$ cat config.mk
export PLATFORM = sky130hd
export DESIGN_NAME = vector_logic_gate
export DESIGN_NICKNAME = d
export VERILOG_FILES = /design/src/rtl/vector_logic_gate_pkg.sv /design/src/rtl/vector_logic_gate_alu.sv /design/src/rtl/vector_logic_gate.sv
export SDC_FILE = /design/constraint.sdc
export NUM_CORES = 1
export LEC_CHECK = 0
export CAP_MARGIN = 25
export CORE_UTILIZATION = 25
export CTS_BUF_LIST = sky130_fd_sc_hd__clkbuf_8
export DETAILED_ROUTE_END_ITERATION = 10
export MAX_ROUTING_LAYER = met4
export PLACE_DENSITY = 0.45
export SETUP_SLACK_MARGIN = 0.05
export SYNTH_ARGS = -nofsm -noshare
export SYNTH_HDL_FRONTEND = slang
export SYNTH_HIERARCHICAL = 1
export SYNTH_SLANG_ARGS = --single-unit
$ cat constraint.sdc
create_clock -name CLK -period 14.22 [get_ports CLK]
set_clock_uncertainty 0.2 [all_clocks]
set_input_delay 2.844 -clock CLK [delete_from_list [all_inputs] [get_ports CLK]]
set_output_delay 2.844 -clock CLK [all_outputs]
set_load 0.02 [all_outputs]
$ cat src/rtl/vector_logic_gate_pkg.sv
// Shared definitions for the vector logic unit: opcodes, FSM states, zero constants
// and the unary-opcode classifier.
package vector_logic_gate_pkg;

   localparam logic [2:0] OP_NOT_A = 3'd0;
   localparam logic [2:0] OP_NOT_B = 3'd1;
   localparam logic [2:0] OP_AND   = 3'd2;
   localparam logic [2:0] OP_OR    = 3'd3;
   localparam logic [2:0] OP_XOR   = 3'd4;
   localparam logic [2:0] OP_NAND  = 3'd5;
   localparam logic [2:0] OP_NOR   = 3'd6;
   localparam logic [2:0] OP_XNOR  = 3'd7;

   typedef enum logic [1:0] {
      ST_STARTER = 2'd0,
      ST_INPUT   = 2'd1,
      ST_ENDER   = 2'd2
   } state_t;

   // Sliced down to the instance widths, so widths up to 64 bits are supported.
   localparam logic [63:0] ZERO_DATA    = 64'd0;
   localparam logic [63:0] ZERO_CONTROL = 64'd0;

   function automatic logic is_unary(input logic [2:0] opcode);
      return (opcode == OP_NOT_A) || (opcode == OP_NOT_B);
   endfunction

endpackage

$ cat src/rtl/vector_logic_gate_alu.sv
// Combinational bitwise operator selected by a 3-bit opcode.
module logic_gate_alu
   import vector_logic_gate_pkg::*;
#(
   parameter int DATA_SIZE = 64
) (
   input  logic [2:0]           opcode_i,
   input  logic [DATA_SIZE-1:0] a_i,
   input  logic [DATA_SIZE-1:0] b_i,
   output logic [DATA_SIZE-1:0] result_o
);

   // Opcode decode into the selected bitwise function
   always_comb begin
      result_o = ZERO_DATA[DATA_SIZE-1:0];
      case (opcode_i)
         OP_NOT_A: result_o = ~a_i;
         OP_NOT_B: result_o = ~b_i;
         OP_AND:   result_o = a_i & b_i;
         OP_OR:    result_o = a_i | b_i;
         OP_XOR:   result_o = a_i ^ b_i;
         OP_NAND:  result_o = ~(a_i & b_i);
         OP_NOR:   result_o = ~(a_i | b_i);
         OP_XNOR:  result_o = ~(a_i ^ b_i);
         default:  result_o = ZERO_DATA[DATA_SIZE-1:0];
      endcase
   end

endmodule

$ cat src/rtl/vector_logic_gate.sv
// Element-wise vector logic unit: collects operand pairs on request, applies the
// latched opcode and streams one registered result per element, then pulses READY.
module vector_logic_gate
   import vector_logic_gate_pkg::*;
#(
   parameter int DATA_SIZE    = 64,
   parameter int CONTROL_SIZE = 64
) (
   input  logic                    CLK,
   input  logic                    RST,
   input  logic                    START,
   output logic                    READY,
   input  logic [2:0]              OPCODE,
   input  logic [CONTROL_SIZE-1:0] SIZE_IN,
   input  logic                    DATA_A_IN_ENABLE,
   input  logic                    DATA_B_IN_ENABLE,
   input  logic [DATA_SIZE-1:0]    DATA_A_IN,
   input  logic [DATA_SIZE-1:0]    DATA_B_IN,
   output logic                    DATA_ENABLE,
   output logic                    DATA_OUT_ENABLE,
   output logic [DATA_SIZE-1:0]    DATA_OUT
);

   localparam logic [CONTROL_SIZE-1:0] ONE_CONTROL = {{(CONTROL_SIZE-1){1'b0}}, 1'b1};

   state_t                  state_q;
   logic [2:0]              opcode_q;
   logic [CONTROL_SIZE-1:0] size_q;
   logic [CONTROL_SIZE-1:0] index_q;
   logic [DATA_SIZE-1:0]    a_q;
   logic [DATA_SIZE-1:0]    b_q;
   logic                    flag_a_q;
   logic                    flag_b_q;
   logic                    ready_q;
   logic                    data_enable_q;
   logic                    data_out_enable_q;
   logic [DATA_SIZE-1:0]    data_out_q;

   logic                    flag_a_d;
   logic                    flag_b_d;
   logic                    operands_done_d;
   logic [DATA_SIZE-1:0]    alu_result;

   logic_gate_alu #(
      .DATA_SIZE (DATA_SIZE)
   ) u_alu (
      .opcode_i (opcode_q),
      .a_i      (a_q),
      .b_i      (b_q),
      .result_o (alu_result)
   );

   // Operand completion, counting a capture happening on this very edge
   always_comb begin
      flag_a_d        = flag_a_q | DATA_A_IN_ENABLE;
      flag_b_d        = flag_b_q | DATA_B_IN_ENABLE;
      operands_done_d = 1'b0;
      if (is_unary(opcode_q)) begin
         operands_done_d = (opcode_q == OP_NOT_A) ? flag_a_d : flag_b_d;
      end else begin
         operands_done_d = flag_a_d & flag_b_d;
      end
   end

   // Control FSM with registered handshake and data outputs
   always_ff @(posedge CLK or posedge RST) begin
      if (RST) begin
         state_q           <= ST_STARTER;
         opcode_q          <= 3'd0;
         size_q            <= ZERO_CONTROL[CONTROL_SIZE-1:0];
         index_q           <= ZERO_CONTROL[CONTROL_SIZE-1:0];
         a_q               <= ZERO_DATA[DATA_SIZE-1:0];
         b_q               <= ZERO_DATA[DATA_SIZE-1:0];
         flag_a_q          <= 1'b0;
         flag_b_q          <= 1'b0;
         ready_q           <= 1'b0;
         data_enable_q     <= 1'b0;
         data_out_enable_q <= 1'b0;
         data_out_q        <= ZERO_DATA[DATA_SIZE-1:0];
      end else begin
         ready_q           <= 1'b0;
         data_enable_q     <= 1'b0;
         data_out_enable_q <= 1'b0;
         case (state_q)
            ST_STARTER: begin
               if (START) begin
                  opcode_q <= OPCODE;
                  size_q   <= SIZE_IN;
                  index_q  <= ZERO_CONTROL[CONTROL_SIZE-1:0];
                  flag_a_q <= 1'b0;
                  flag_b_q <= 1'b0;
                  if (SIZE_IN == ZERO_CONTROL[CONTROL_SIZE-1:0]) begin
                     ready_q <= 1'b1;
                  end else begin
                     data_enable_q <= 1'b1;
                     state_q       <= ST_INPUT;
                  end
               end
            end
            ST_INPUT: begin
               if (DATA_A_IN_ENABLE) begin
                  a_q      <= DATA_A_IN;
                  flag_a_q <= 1'b1;
               end
               if (DATA_B_IN_ENABLE) begin
                  b_q      <= DATA_B_IN;
                  flag_b_q <= 1'b1;
               end
               if (operands_done_d) begin
                  state_q <= ST_ENDER;
               end
            end
            ST_ENDER: begin
               data_out_q        <= alu_result;
               data_out_enable_q <= 1'b1;
               flag_a_q          <= 1'b0;
               flag_b_q          <= 1'b0;
               if (index_q == size_q - ONE_CONTROL) begin
                  ready_q <= 1'b1;
                  state_q <= ST_STARTER;
               end else begin
                  index_q       <= index_q + ONE_CONTROL;
                  data_enable_q <= 1'b1;
                  state_q       <= ST_INPUT;
               end
            end
            default: begin
               state_q <= ST_STARTER;
            end
         endcase
      end
   end

   assign READY           = ready_q;
   assign DATA_ENABLE     = data_enable_q;
   assign DATA_OUT_ENABLE = data_out_enable_q;
   assign DATA_OUT        = data_out_q;

endmodule

-- Word-level counts from Yosys, hierarchy flattened
Cells that the tools add are included.
- register bits: 330
- $add $sub $neg: 2
- eq/ne operators: 16
- multiplexer cells: 25
- bitwise gates (word level): 11
- reductions and logical operators: 13
- operators by type and width (kind ; number):
    $pmux W64 S8 ; 1
    $not A64 Y64 ; 5
    $mux W64 ; 2
    $pmux W64 S2 ; 1
    $add A64 B1 Y64 const B ; 1
    $and A64 B64 Y64 ; 1
    $eq A64 B64 Y1 ; 1
    $logic_not A64 Y1 ; 1
    $or A64 B64 Y64 ; 1
    $sub A64 B1 Y64 const B ; 1
    $xor A64 B64 Y64 ; 1
    $mux W1 ; 13
    $eq A3 B3 Y1 const B ; 4
    $ne A2 B2 Y1 const B ; 6
    $reduce_and A3 Y1 ; 4
    $eq A3 B2 Y1 const B ; 2
    $mux W2 ; 3
    $pmux W1 S3 ; 2
    $pmux W2 S3 ; 1
    $reduce_and A2 Y1 ; 3
    $pmux W1 S2 ; 2
    $eq A3 B1 Y1 const B ; 1
    $logic_not A3 Y1 ; 1
    $reduce_bool A3 Y1 ; 1
    other kinds (7) ; 8

-- Depth between registers and ports, before layout
- depth after elaboration: 5
- depth in mapped cells: 14

-- Hierarchy
The synthesis kept the hierarchy.
- modules (own cells, without submodules) (module ; times used ; cells an instance ; area an instance (µm²) ; sequential area each (µm²)):
    vector_logic_gate ; 1 ; 1609 ; 15899.0 ; 8257.9
    logic_gate_alu ; 1 ; 812 ; 6578.8 ; 0.0

-- Least setup slack after synthesis
OpenSTA, ideal clock, no wires.
- path type: input port to flip-flop
- from: input SIZE_IN[62]
- to: register state_q[0]
- library setup time: 0.130 ns
- arrival: 3.817 ns
- data required time: 13.890 ns
- slack: 10.072 ns
- cell stages on the path: 5
- buffers on the path: 0
- cells stage by stage: nor4_1 nand4_1 nor4_1 o21ai_2 o21bai_1
- word-level cells in the longest chain between the ends: 3
- RTL lines (item ; line ; text):
    start, declared ; vector_logic_gate.sv:14 ; input logic [CONTROL_SIZE-1:0] SIZE_IN,
    $logic_not A64 Y1 ; vector_logic_gate.sv:92 ; if (SIZE_IN == ZERO_CONTROL[CONTROL_SIZE-1:0]) begin
    $ne A2 B2 Y1 (no line) ; -- ;
    $reduce_and A3 Y1 (no line) ; -- ;
    end signal, assigned ; vector_logic_gate.sv:96 ; state_q <= ST_INPUT;
    end signal, assigned ; vector_logic_gate.sv:110 ; state_q <= ST_ENDER;
    end signal, assigned ; vector_logic_gate.sv:120 ; state_q <= ST_STARTER;
    end, declared ; vector_logic_gate.sv:26 ; state_t state_q;
No other way between the ends.
A chain may end at the register's enable or synchronous reset.

==> results by group <==
Die
  • Die area: 0.0911 sq mm
  • Initial core utilization: 25.3%
  • I/O pin cnt: 267
  • Die Ht: 302 microns
  • Die X-Extent: 302 microns
  • FP Rows: 109
  • Core area: 0.0888 sq mm

Synthesis
  • Ys async rst share: 100%
  • Post-synth top area cell: dfrtp_1
  • Net Count, Synth: 2751
  • Post-synth top cells: nand2_1 (470), dfrtp_1 (330), inv_1 (217)
  • Synth Cell Area: 0.0225 sq mm
  • Synth cell types: 79
  • Post-synth top area share: 36.7%
  • Sequential area share after synthesis: 36.7%
  • EDFF count, synth: 0
  • Synthesis Warnings: 6
  • Top FF cell, synth: dfrtp_1
  • Synth area leaders: dfrtp_1 (37%), mux2_2 (8.5%), nand2_1 (7.8%), ha_1 (7.2%), mux4_2 (4.9%)
  • Yosys reg bits: 330
  • Mean Syn Cell Area: 9.28 sq um
  • Count leader, synth: nand2_1
  • Post-synthesis cell count: 2421

Global route
  • Initial antenna violation count: 14
  • Remaining Overflow, GRT: 0
  • First-pass GRT wire length: 115 mm
  • Largest net degree at the start of global routing: 160
  • Total track usage: 16.7%
  • Vias in the first global route: 19900

Detailed routing
  • Antenna Nets Post-Route: 0
  • Vias post-DR: 19100
  • Final WL: 74.0 mm
  • Wire per inst: 19.2 microns
  • DR pass1 iterations: 11
  • DRC Markers: 2
  • Vias per inst: 4.94
  • Initial drt markers: 835

STA
  • Crit path time final: 5220 ps
  • Max Slew Vio Count: 0
  • Final period util: 36.7%
  • Relative slew slack: 32.5%
  • F_max: 192 MHz
  • Setup violations, final: 0
  • RSZ-0062 raised after global routing: false
  • Min setup slack post-route: 9000 ps
  • TNS Setup: 0 ps
  • Worst-Margin Slew: 1010 ps
  • Fin. Hold Viols: 0

Flow run
  • Max Cap Violations: 0

Place
  • IO buf count: 266
  • GPL Wtd Cong: 0.860
  • HPWL after DPL: 50.4 mm
  • Placed cell area: 0.0261 sq mm
  • Placement Setup Slack: 8010 ps

Clock network
  • Clk slew on worst S/H paths: 50 ps
  • H-tree levels: 3
  • Buffers inserted during post-CTS setup optimization: 0
  • Root buf cell: clkbuf_8
  • CTS Buf Count: 70
  • Clock Path Buffers: 3
  • PostCTS Resize Cnt: 0
  • Clock sinks: 330
  • Clk Latency, worst-skew pair: 670 ps
  • CTS tree: built
  • # hold bufs at CTS: 0

Critical path
  • WP data required: 14700 ps
  • FF-to-FF Start: size_q[20]$_DFFE_PP0P_
  • Critical path startpoint category: input pin
  • R2r setup slk: 9110 ps
  • Crit Path Class: in -> async
  • Arr. time, crit path: 5700 ps
  • FF-to-FF End: index_q[42]$_DFFE_PP0P_
  • Endpoint class of the critical path: asynchronous set/reset pin
  • Max FO, Critical Path: 121
  • Cells on worst reg2reg path: 10

Run status
  • Violated checks: design-rule violations
  • Status: finished, violations left

Power and ir drop
  • PwrDens: 217 mW/mm^2
  • Leak pwr: 12.1 nW
  • Tot Pwr: 5.98 mW
  • Max IR drop VDD: 0.0960 mV

Layout
  • Nets: 2967
  • FILL cells: 9170
  • Fin area: 0.0275 sq mm
  • Layout cells sized above 1: 13.7%
  • Area Growth Syn to Fin: 22.5%

Min path
  • Worst Hold Class: reg -> reg
  • Hold EP: DATA_OUT[20]$_DFFE_PP0P_
  • Hold Startpoint: DATA_OUT[20]$_DFFE_PP0P_
  • Hold path depth: 2
[stage by stage]
step | hold slack, ps | utilization (%) | std cells
2_1_floorplan | 263 | - | 2421
3_3_place_gp | 263 | 29.4 | 3727
3_5_place_dp | 265 | 29.4 | 3727
4_1_cts | 277 | 30.9 | 3846
5_1_grt | 299 | 31.0 | 3862
6_report | 268 | 31.0 | 3862
[cell families (layout without fill, tap and decap cells)]
family | after synthesis | after routing | synth area share [%]
compound gates | 339 | 339 | 10.4
xor+xnor | 90 | 90 | 3.63
fa+ha+maj | 130 | 130 | 7.24
buf+inv | 366 | 629 | 6.98
flops | 330 | 330 | 36.7
mux | 294 | 294 | 16.8
other cells | 0 | 13 | 0
simple gates | 872 | 872 | 18.3
[final cells by class]
cell class                 instances  area [sq um]  share of cell area [%]
clock buffer                      84          1160                    4.20
tap                             1165          1460                    5.29
clock inverter                    35           178                   0.645
timing repair buffer             292          2930                    10.6
inverter                         218           827                    3.00
sequential                       330          8270                    30.0
multi-input combinational       1725         12700                    46.1
antenna                           13          32.5                   0.118
[cells in the final DEF, fill, tap and decap left out, types with 75 or more instances in the layout]
cell and instances:
clkbuf_8 84, mux2i_1 75, clkdlybuf4s50_1 266, nand2_1 467, nor2_1 83, inv_1 242
ha_1 130, a21oi_1 79, dfrtp_1 327, mux2_2 170
[sequential cells by signal, summed over array words and instances, names as in the netlist]
name             cells
DATA_OUT            64
a_q                 64
b_q                 64
index_q             64
size_q              64
opcode_q             3
state_q              2
DATA_ENABLE          1
DATA_OUT_ENABLE      1
READY                1
flag_a_q             1
flag_b_q             1
[worst max-delay path, stage by stage]
cell             delay, ps
clkdlybuf4s50_1        490
inv_8                  160
buf_16                 460
buf_4                  740
buf_4                  810
[power breakdown]
group          total, mW  internal, mW  switching (mW)
clock network       1.01         0.548           0.466
logic               3.14          1.51            1.62
registers           1.83          1.32           0.512
[routing by layer]
metal	vias up	track usage (%)	part of all wire, %	wire, microns
met1	9468	20.6	44	32800
li1	8965	-	-	-
met4	0	5.41	2.8	2040
met3	131	4.00	6.1	4520
met5	-	-	0	0
met2	498	26.8	47	34600
[how the worst max path moves through the flow]
stage | to | cells after the start | slack (ps) | from
after global routing | b_q[47]$_DFFE_PP0P_ | 5 | 8600 | RST
after CTS | b_q[47]$_DFFE_PP0P_ | 4 | 8760 | RST
after floorplan | DATA_ENABLE$_DFF_PP0_ | 1 | 2040 | RST
after global placement | DATA_OUT[63]$_DFFE_PP0P_ | 4 | 8050 | RST
final | b_q[47]$_DFFE_PP0P_ | 5 | 9000 | RST
after detailed placement | b_q[63]$_DFFE_PP0P_ | 4 | 8010 | RST
No activity file was read; power rests on OpenSTA's default activity.
